`config.mk`:
```
export PLATFORM = sky130hd
export DESIGN_NAME = uart_rx_os
export DESIGN_NICKNAME = d
export VERILOG_FILES = /design/src/rtl/uart_rx_os_pkg.sv /design/src/rtl/uart_rx_sampler.sv /design/src/rtl/uart_rx_os.sv
export SDC_FILE = /design/constraint.sdc
export NUM_CORES = 1
export LEC_CHECK = 0
export CAP_MARGIN = 20
export CORE_AREA = 2 2 42 83
export CTS_CLUSTER_DIAMETER = 60
export DETAILED_ROUTE_END_ITERATION = 8
export DIE_AREA = 0 0 44 85
export MAX_ROUTING_LAYER = met4
export PLACE_DENSITY = 0.86
export SYNTH_ARGS = -nofsm -noshare
export SYNTH_HDL_FRONTEND = slang
export SYNTH_SLANG_ARGS = --single-unit
```
`constraint.sdc`:
```
create_clock -name clk -period 3.5 [get_ports clk]
set_input_delay 0.7 -clock clk [delete_from_list [all_inputs] [get_ports clk]]
set_output_delay 0.7 -clock clk [all_outputs]
set_load 0.03 [all_outputs]
```
`src/rtl/uart_rx_os_pkg.sv`:
```
// Shared definitions for the oversampling UART receiver: state encoding,
// vote-point placement and the default oversampling ratio.
package uart_rx_os_pkg;

  typedef enum logic [2:0] {
    IDLE,
    START,
    DATA,
    PARITY,
    STOP
  } rx_state_e;

  // Baud_rate instances feeding this receiver run at DEF_OVERSAMPLE * baud.
  localparam int DEF_OVERSAMPLE = 16;

  // Votes are taken at center-VOTE_SPREAD, center and center+VOTE_SPREAD.
  localparam int VOTE_SPREAD = 1;

  function automatic logic maj3(input logic a, input logic b, input logic c);
    return (a & b) | (a & c) | (b & c);
  endfunction

endpackage

```
`src/rtl/uart_rx_sampler.sv`:
```
// Input conditioning for uart_rx_os: 2-flop synchronizer, arm flag and the
// 3-sample majority voter around the bit center.
module uart_rx_sampler
  import uart_rx_os_pkg::*;
#(
  parameter int OVERSAMPLE = DEF_OVERSAMPLE,
  parameter int CW         = $clog2(OVERSAMPLE)
) (
  input  logic          clk,
  input  logic          rst_n,
  input  logic          tick,
  input  logic          rx,
  input  logic [CW-1:0] cnt,
  output logic          rx_s,
  output logic          arm,
  output logic          bit_val,
  output logic          vote_done
);

  localparam int            CENTER  = OVERSAMPLE / 2;
  localparam logic [CW-1:0] V_FIRST = CW'(CENTER - VOTE_SPREAD);
  localparam logic [CW-1:0] V_MID   = CW'(CENTER);
  localparam logic [CW-1:0] V_LAST  = CW'(CENTER + VOTE_SPREAD);

  logic rx_meta;
  logic s_first;
  logic s_mid;

  // NOTE: sequential state is written with non-blocking assignments only, so
  // every flop samples the pre-edge value of its neighbours.
  always_ff @(posedge clk or negedge rst_n) begin
    if (!rst_n) begin
      rx_meta <= 1'b1;
      rx_s    <= 1'b1;
      arm     <= 1'b0;
      s_first <= 1'b1;
      s_mid   <= 1'b1;
    end else begin
      rx_meta <= rx;
      rx_s    <= rx_meta;
      if (tick) begin
        // arm holds the line level seen at the previous tick: a falling edge
        // only counts as a start once the line has been observed high.
        arm <= rx_s;
        if (cnt == V_FIRST) s_first <= rx_s;
        if (cnt == V_MID)   s_mid   <= rx_s;
      end
    end
  end

  assign vote_done = tick && (cnt == V_LAST);
  assign bit_val   = maj3(s_first, s_mid, rx_s);

endmodule

```
`src/rtl/uart_rx_os.sv`:
```
// Oversampling UART receiver with majority voting, optional parity, framing
// and overrun detection, delivering bytes through a valid/ready holding register.
module uart_rx_os
  import uart_rx_os_pkg::*;
#(
  parameter int DATA_BITS  = 8,
  parameter int OVERSAMPLE = DEF_OVERSAMPLE,
  parameter bit PARITY_EN  = 1'b0,
  parameter bit PARITY_ODD = 1'b0,
  parameter int STOP_BITS  = 1
) (
  input  logic                 clk,
  input  logic                 rst_n,
  input  logic                 tick,
  input  logic                 rx,
  output logic [DATA_BITS-1:0] data_out,
  output logic                 valid,
  input  logic                 ready_in,
  output logic                 frame_err,
  output logic                 parity_err,
  output logic                 overrun,
  output logic                 busy
);

  localparam int            CW       = $clog2(OVERSAMPLE);
  localparam int            IW       = $clog2(DATA_BITS);
  localparam logic [CW-1:0] CNT_LAST = CW'(OVERSAMPLE - 1);
  localparam logic [IW-1:0] IDX_LAST = IW'(DATA_BITS - 1);
  localparam logic          STOP_LAST = 1'(STOP_BITS - 1);

  rx_state_e            state, state_d;
  logic [CW-1:0]        cnt, cnt_d;
  logic [IW-1:0]        bit_idx, bit_idx_d;
  logic                 stop_idx, stop_idx_d;
  logic [DATA_BITS-1:0] shift, shift_d;
  logic                 par_acc, par_acc_d;
  logic                 perr_acc, perr_acc_d;
  logic                 ferr_acc, ferr_acc_d;
  logic                 complete, cmpl_q;
  logic                 rx_s, arm, bit_val, vote_done;
  logic                 bit_end, hs;

  uart_rx_sampler #(.OVERSAMPLE(OVERSAMPLE), .CW(CW)) u_sampler (
    .clk      (clk),
    .rst_n    (rst_n),
    .tick     (tick),
    .rx       (rx),
    .cnt      (cnt),
    .rx_s     (rx_s),
    .arm      (arm),
    .bit_val  (bit_val),
    .vote_done(vote_done)
  );

  assign bit_end = tick && (cnt == CNT_LAST);
  assign hs      = valid && ready_in;
  assign busy    = (state != IDLE);

  // NOTE: every signal driven here gets a default first; a path that leaves
  // one unassigned would infer a latch.
  always_comb begin
    state_d    = state;
    bit_idx_d  = bit_idx;
    stop_idx_d = stop_idx;
    shift_d    = shift;
    par_acc_d  = par_acc;
    perr_acc_d = perr_acc;
    ferr_acc_d = ferr_acc;
    complete   = 1'b0;
    if (state == IDLE)  cnt_d = '0;
    else if (bit_end)   cnt_d = '0;
    else if (tick)      cnt_d = cnt + 1'b1;
    else                cnt_d = cnt;

    unique case (state)
      IDLE: begin
        if (tick && arm && !rx_s) begin
          state_d    = START;
          bit_idx_d  = '0;
          stop_idx_d = 1'b0;
          par_acc_d  = 1'b0;
          perr_acc_d = 1'b0;
          ferr_acc_d = 1'b0;
        end
      end
      START: begin
        if (vote_done && bit_val) state_d = IDLE;
        else if (bit_end)         state_d = DATA;
      end
      DATA: begin
        if (vote_done) begin
          shift_d   = {bit_val, shift[DATA_BITS-1:1]};
          par_acc_d = par_acc ^ bit_val;
        end
        if (bit_end) begin
          if (bit_idx == IDX_LAST) state_d = PARITY_EN ? PARITY : STOP;
          else                     bit_idx_d = bit_idx + 1'b1;
        end
      end
      PARITY: begin
        if (vote_done) perr_acc_d = (bit_val != (par_acc ^ PARITY_ODD));
        if (bit_end)   state_d = STOP;
      end
      STOP: begin
        if (vote_done) begin
          if (!bit_val) ferr_acc_d = 1'b1;
          // Finish at the vote so a start edge right after the stop bit is caught.
          if (stop_idx == STOP_LAST) begin
            complete = 1'b1;
            state_d  = IDLE;
            cnt_d    = '0;
          end
        end
        if (bit_end && state_d == STOP) stop_idx_d = 1'b1;
      end
      default: state_d = IDLE;
    endcase
  end

  always_ff @(posedge clk or negedge rst_n) begin
    if (!rst_n) begin
      state    <= IDLE;
      cnt      <= '0;
      bit_idx  <= '0;
      stop_idx <= 1'b0;
      shift    <= '0;
      par_acc  <= 1'b0;
      perr_acc <= 1'b0;
      ferr_acc <= 1'b0;
      cmpl_q   <= 1'b0;
    end else begin
      state    <= state_d;
      cnt      <= cnt_d;
      bit_idx  <= bit_idx_d;
      stop_idx <= stop_idx_d;
      shift    <= shift_d;
      par_acc  <= par_acc_d;
      perr_acc <= perr_acc_d;
      ferr_acc <= ferr_acc_d;
      cmpl_q   <= complete;
    end
  end

  // Holding register: shift/perr_acc/ferr_acc are still stable in the cycle
  // after completion because the FSM is back in IDLE.
  always_ff @(posedge clk or negedge rst_n) begin
    if (!rst_n) begin
      data_out   <= '0;
      valid      <= 1'b0;
      frame_err  <= 1'b0;
      parity_err <= 1'b0;
      overrun    <= 1'b0;
    end else if (cmpl_q) begin
      if (!valid || hs) begin
        data_out   <= shift;
        frame_err  <= ferr_acc;
        parity_err <= perr_acc;
        overrun    <= 1'b0;
        valid      <= 1'b1;
      end else begin
        overrun <= 1'b1;
      end
    end else if (hs) begin
      valid      <= 1'b0;
      frame_err  <= 1'b0;
      parity_err <= 1'b0;
      overrun    <= 1'b0;
    end
  end

endmodule

```
Word-level counts from Yosys, hierarchy flattened --
Index checks and enable logic that the tools add are counted.
Storage, ports and cells: register bits after elaboration 40, input port bits 5, output and inout port bits 13
Cells by class: $add $sub $neg 2, equal/unequal tests 23, mux-type cells 42, bitwise gates (word level) 6, reduce and logical (&&, ||, !) cells 27
Operator list (count):
- 3-bit two-way mux | 12
- 4-bit two-way mux | 6
- 1-bit two-way mux | 18
- 2-bit != test (second input constant) | 9
- 3-bit case mux with 5 select lines | 1
- 4-bit == test (second input constant) | 3
- 2-bit AND reduction | 5
- 3-bit == test (second input constant) | 3
- 3-bit AND reduction | 3
- 1-bit case mux with 2 select lines | 4
- 4-bit AND reduction | 2
- 2-bit nonzero test | 4
- 1-bit logical AND | 7
- 3-bit by 2-bit == test with 1-bit output (second input constant) | 2
- 3-bit case mux with 2 select lines | 1
- 5-bit AND reduction | 1
- 4-bit by 1-bit adder with 4-bit output (second input constant) | 1
- 4-bit by 3-bit == test with 1-bit output (second input constant) | 1
- 2-bit by 1-bit != test with 1-bit output (second input constant) | 2
- 3-bit by 1-bit adder with 3-bit output (second input constant) | 1
- 1-bit bitwise AND | 3
- 3-bit by 1-bit == test with 1-bit output (second input constant) | 1
- 3-bit logical NOT | 1
- 3-bit != test (second input constant) | 1
- other kinds (6) | 8

Longest topological paths before layout --
depth in word-level cells 8, gate-level depth with buffers 6

Hierarchy --
From an unflattened synthesis, not the netlist that was laid out.
Second synthesis, totals: cell total of the unflattened synthesis 138, area, all modules 1786.7 µm²
By module, submodules not included:
- uart_rx_os | times used 1, cells an instance 123, area an instance 1569.0 µm², seq. area each 875.8 µm²
- uart_rx_sampler | times used 1, cells an instance 15, area an instance 217.7 µm², seq. area each 130.1 µm²

Worst setup path after synthesis --
No wires, ideal clock.
path kind input-to-reg, start in tick, end reg shift[0], library setup time 125 ps, arrival time 1753 ps, slack 1622 ps, stages on the path 5, path through buf_6 nand4b_4 or3b_1 buf_6 mux2_4
On the way: longest elaborated chain between the ends 2
RTL lines:
- start: declaration | RTL line uart_rx_os.sv:14 | input logic tick,
- 1-bit logical AND | RTL line uart_rx_sampler.sv:51 | assign vote_done = tick && (cnt == V_LAST);
- 2-bit AND reduction (no line)
- end signal: assignment | RTL line uart_rx_os.sv:136 | shift <= shift_d;
- end: declaration | RTL line uart_rx_os.sv:35 | logic [DATA_BITS-1:0] shift, shift_d;
Every way passes these cells. A chain may end at the register's enable or synchronous reset.

Final worst setup path --
start reg state[2], end out busy
On the way: longest elaborated chain between the ends 1
RTL lines:
- start: declaration | RTL line uart_rx_os.sv:31 | rx_state_e state, state_d;
- start signal: assignment | RTL line uart_rx_os.sv:132 | state <= state_d;
- 3-bit nonzero test | RTL line uart_rx_os.sv:57 | assign busy = (state != IDLE);
- end: declaration | RTL line uart_rx_os.sv:22 | output logic busy
Every way passes these cells.

==> flow_summary.toml <==
[routing]
wl_um = 3360
wl_per_cell_um = 17.7
ant_nets = 0
initialDrtViolationCount = 12
drc = 0
vias = 1182
drtPass1Iterations = 4
viasPerCell = 6.22

[floorplan]
rows = 29
chipHeight_um = 85
dieArea_um2 = 3740
pin_count = 18
core-area_um2 = 3120
start_util = 0.584
die_w_um = 44

[clock_tree]
cts_tree = "done"
htreeDepth = 2
clk_root_buffer_cell = "clkbuf_8"
clk_latency_ps = 290
cts_buffers = 5
clock-sinks = 40
clockBufferDepth = 2
cts_setup_buffers = 0
path_clk_slew_ps = 70
postCtsResizedCells = 0
holdBufCountCts = 0

[grt]
grt_pass1_wl_um = 5710
grt_pass1_vias = 1209
overflow = 0
track_usage = 0.214
antenna_found_initial = 0
grt_max_degree = 41

[placement]
placed_area_um2 = 1990
dp_hpwl_um = 2410
port-buffer-count = 17
finalWeightedCongestion = 0.907
dp_cells = 182

[setup_path]
crit_start = "state[2]"
reg2reg_from = "cnt[1]"
worst_ep_arrival_time_ps = 1970
crit_required_ps = 2800
worst-setup-path-type = "reg2out"
critical_path.max_fanout = 9
crit_path_end_kind = "primary output"
startpoint_type = "register"

[sta]
drv_slew = 0
fin_tns_setup_ps = 0
period_needed_ps = 2670
relSlewSlack = 0.438
hold_ws_ps = 362
max_freq_ghz = 0.375
hold_viol = 0
rsz0062_at_grt = "false"
skew_ps = 7.67
tightest_slew_ps = 844
finalSetupViolations = 0
fin_crit_sh = 0.763

[yosys]
yosysWarnings = 0
synth-seq-area-share = 0.552
synth_cell_type_count = 35
ys_ff_latch = 40
syn_area_um2 = 1820
syn_inst = 139
synth_fp_nets = 149
synth_top_area_frac = 0.495
yosysTopAreaCell = "dfrtp_1"
synth_edf_count = 0
synth_ff_type = "dfrtp_1"
synth_area_per_cell_um2 = 13.1
async_flop_share = 1.00
synth_area_leaders = "dfrtp_1, mux2_2, dfstp_2"

[power]
peakVddDrop_uv = 404
p_leak_nw = 1.00
p_per_area_nw_per_um2 = 583

[finish]
nets = 168
area_growth_pct = 15.2
final_cells = 190
final_cell_area_um2 = 2100
antenna_cells = 0
fin_util = 0.673
layout_common_cells = "dfrtp_1, clkdlybuf4s50_1, mux2_2"
drive_gt1_frac = 0.214
final_common_cell = "dfrtp_1"

[min_path]
hold_start = "u_sampler.rx_meta"
hold_class = "reg2reg"

[outcome]
status = "complete, no violations"

[flow_run]
cap_violations = 0
## logic make-up (layout without fill, tap and decap cells)
family | Yosys count | after routing | share of synthesized area
XOR/XNOR | 4 | 4 | 0.0192
flip-flops | 40 | 40 | 0.552
AO/OA/AOI/OAI | 23 | 23 | 0.0769
multiplexers | 27 | 27 | 0.175
AND/OR/NAND/NOR | 30 | 30 | 0.110
buffers and inverters | 9 | 29 | 0.0268
adder cells (fa/ha/maj) | 6 | 6 | 0.0398
## per-layer routing
metal / track usage / wire [um]
met5: - / 0
met2: 0.352 / 1860
met3: 0.0468 / 126
met1: 0.234 / 1270
met4: 0.107 / 103
## through the flow
step,power [W],setup WS (ps)
floorplan,0.000751,1620
finish,0.00122,831
detailed placement,0.000862,772
global placement,0.000839,838
CTS,0.00123,844
global route,0.00128,787
## worst paths after layout
check / end / slack (ps) / depth (start not counted)
worst max-delay path: busy / 830 / 2
worst min-delay path: u_sampler.rx_s / 360 / 0
worst max register to register: shift[5] / 1560 / 5
worst min register to register: u_sampler.rx_s / 360 / 0
max in group asynchronous: cnt[3] / 2460 / 1
min in group asynchronous: valid / 500 / 1
## cells in the mapped netlist (all sizes together) (2+ instances only)
cell type,count
nand4,2
ha,5
nor2b,2
nand2b,2
a211oi,3
nand3b,4
xnor2,2
nand4b,2
o21ai,10
buf,2
mux2,18
a21oi,3
mux2i,9
nor3b,2
dfstp,4
xor2,2
nor2,6
inv,4
clkbuf,3
o22ai,2
dfrtp,36
a32oi,2
nand2,4
## area by class of cell
cell class              instances  area [um^2]
clock buffers                   6         72.6
clock inverters                 2         35.0
fillers                       246         1020
inverters                       4         15.0
multi-input cells              90          767
flip-flops and latches         40         1010
well taps                      31         38.8
repair buffers                 17          165
## worst max-delay path, cell delays in order (launching register included)
cell and delay [ps]:
dfrtp_1 450, or3_1 560, clkdlybuf4s50_1 670
## state kept, by name, summed over array words and instances (netlist names), 3 cells and up
| register | cells |
|---|---|
| shift | 8 |
| bit_idx | 3 |
| data_out | 8 |
| cnt | 4 |
| state | 3 |
## power by group
part | switching, W | internal, W
logic | 0.000158 | 0.000111
registers | 0.0000597 | 0.000527
clock network | 0.000156 | 0.000212
total | 0.000375 | 0.000849
Power figures use the tool's default switching activity.
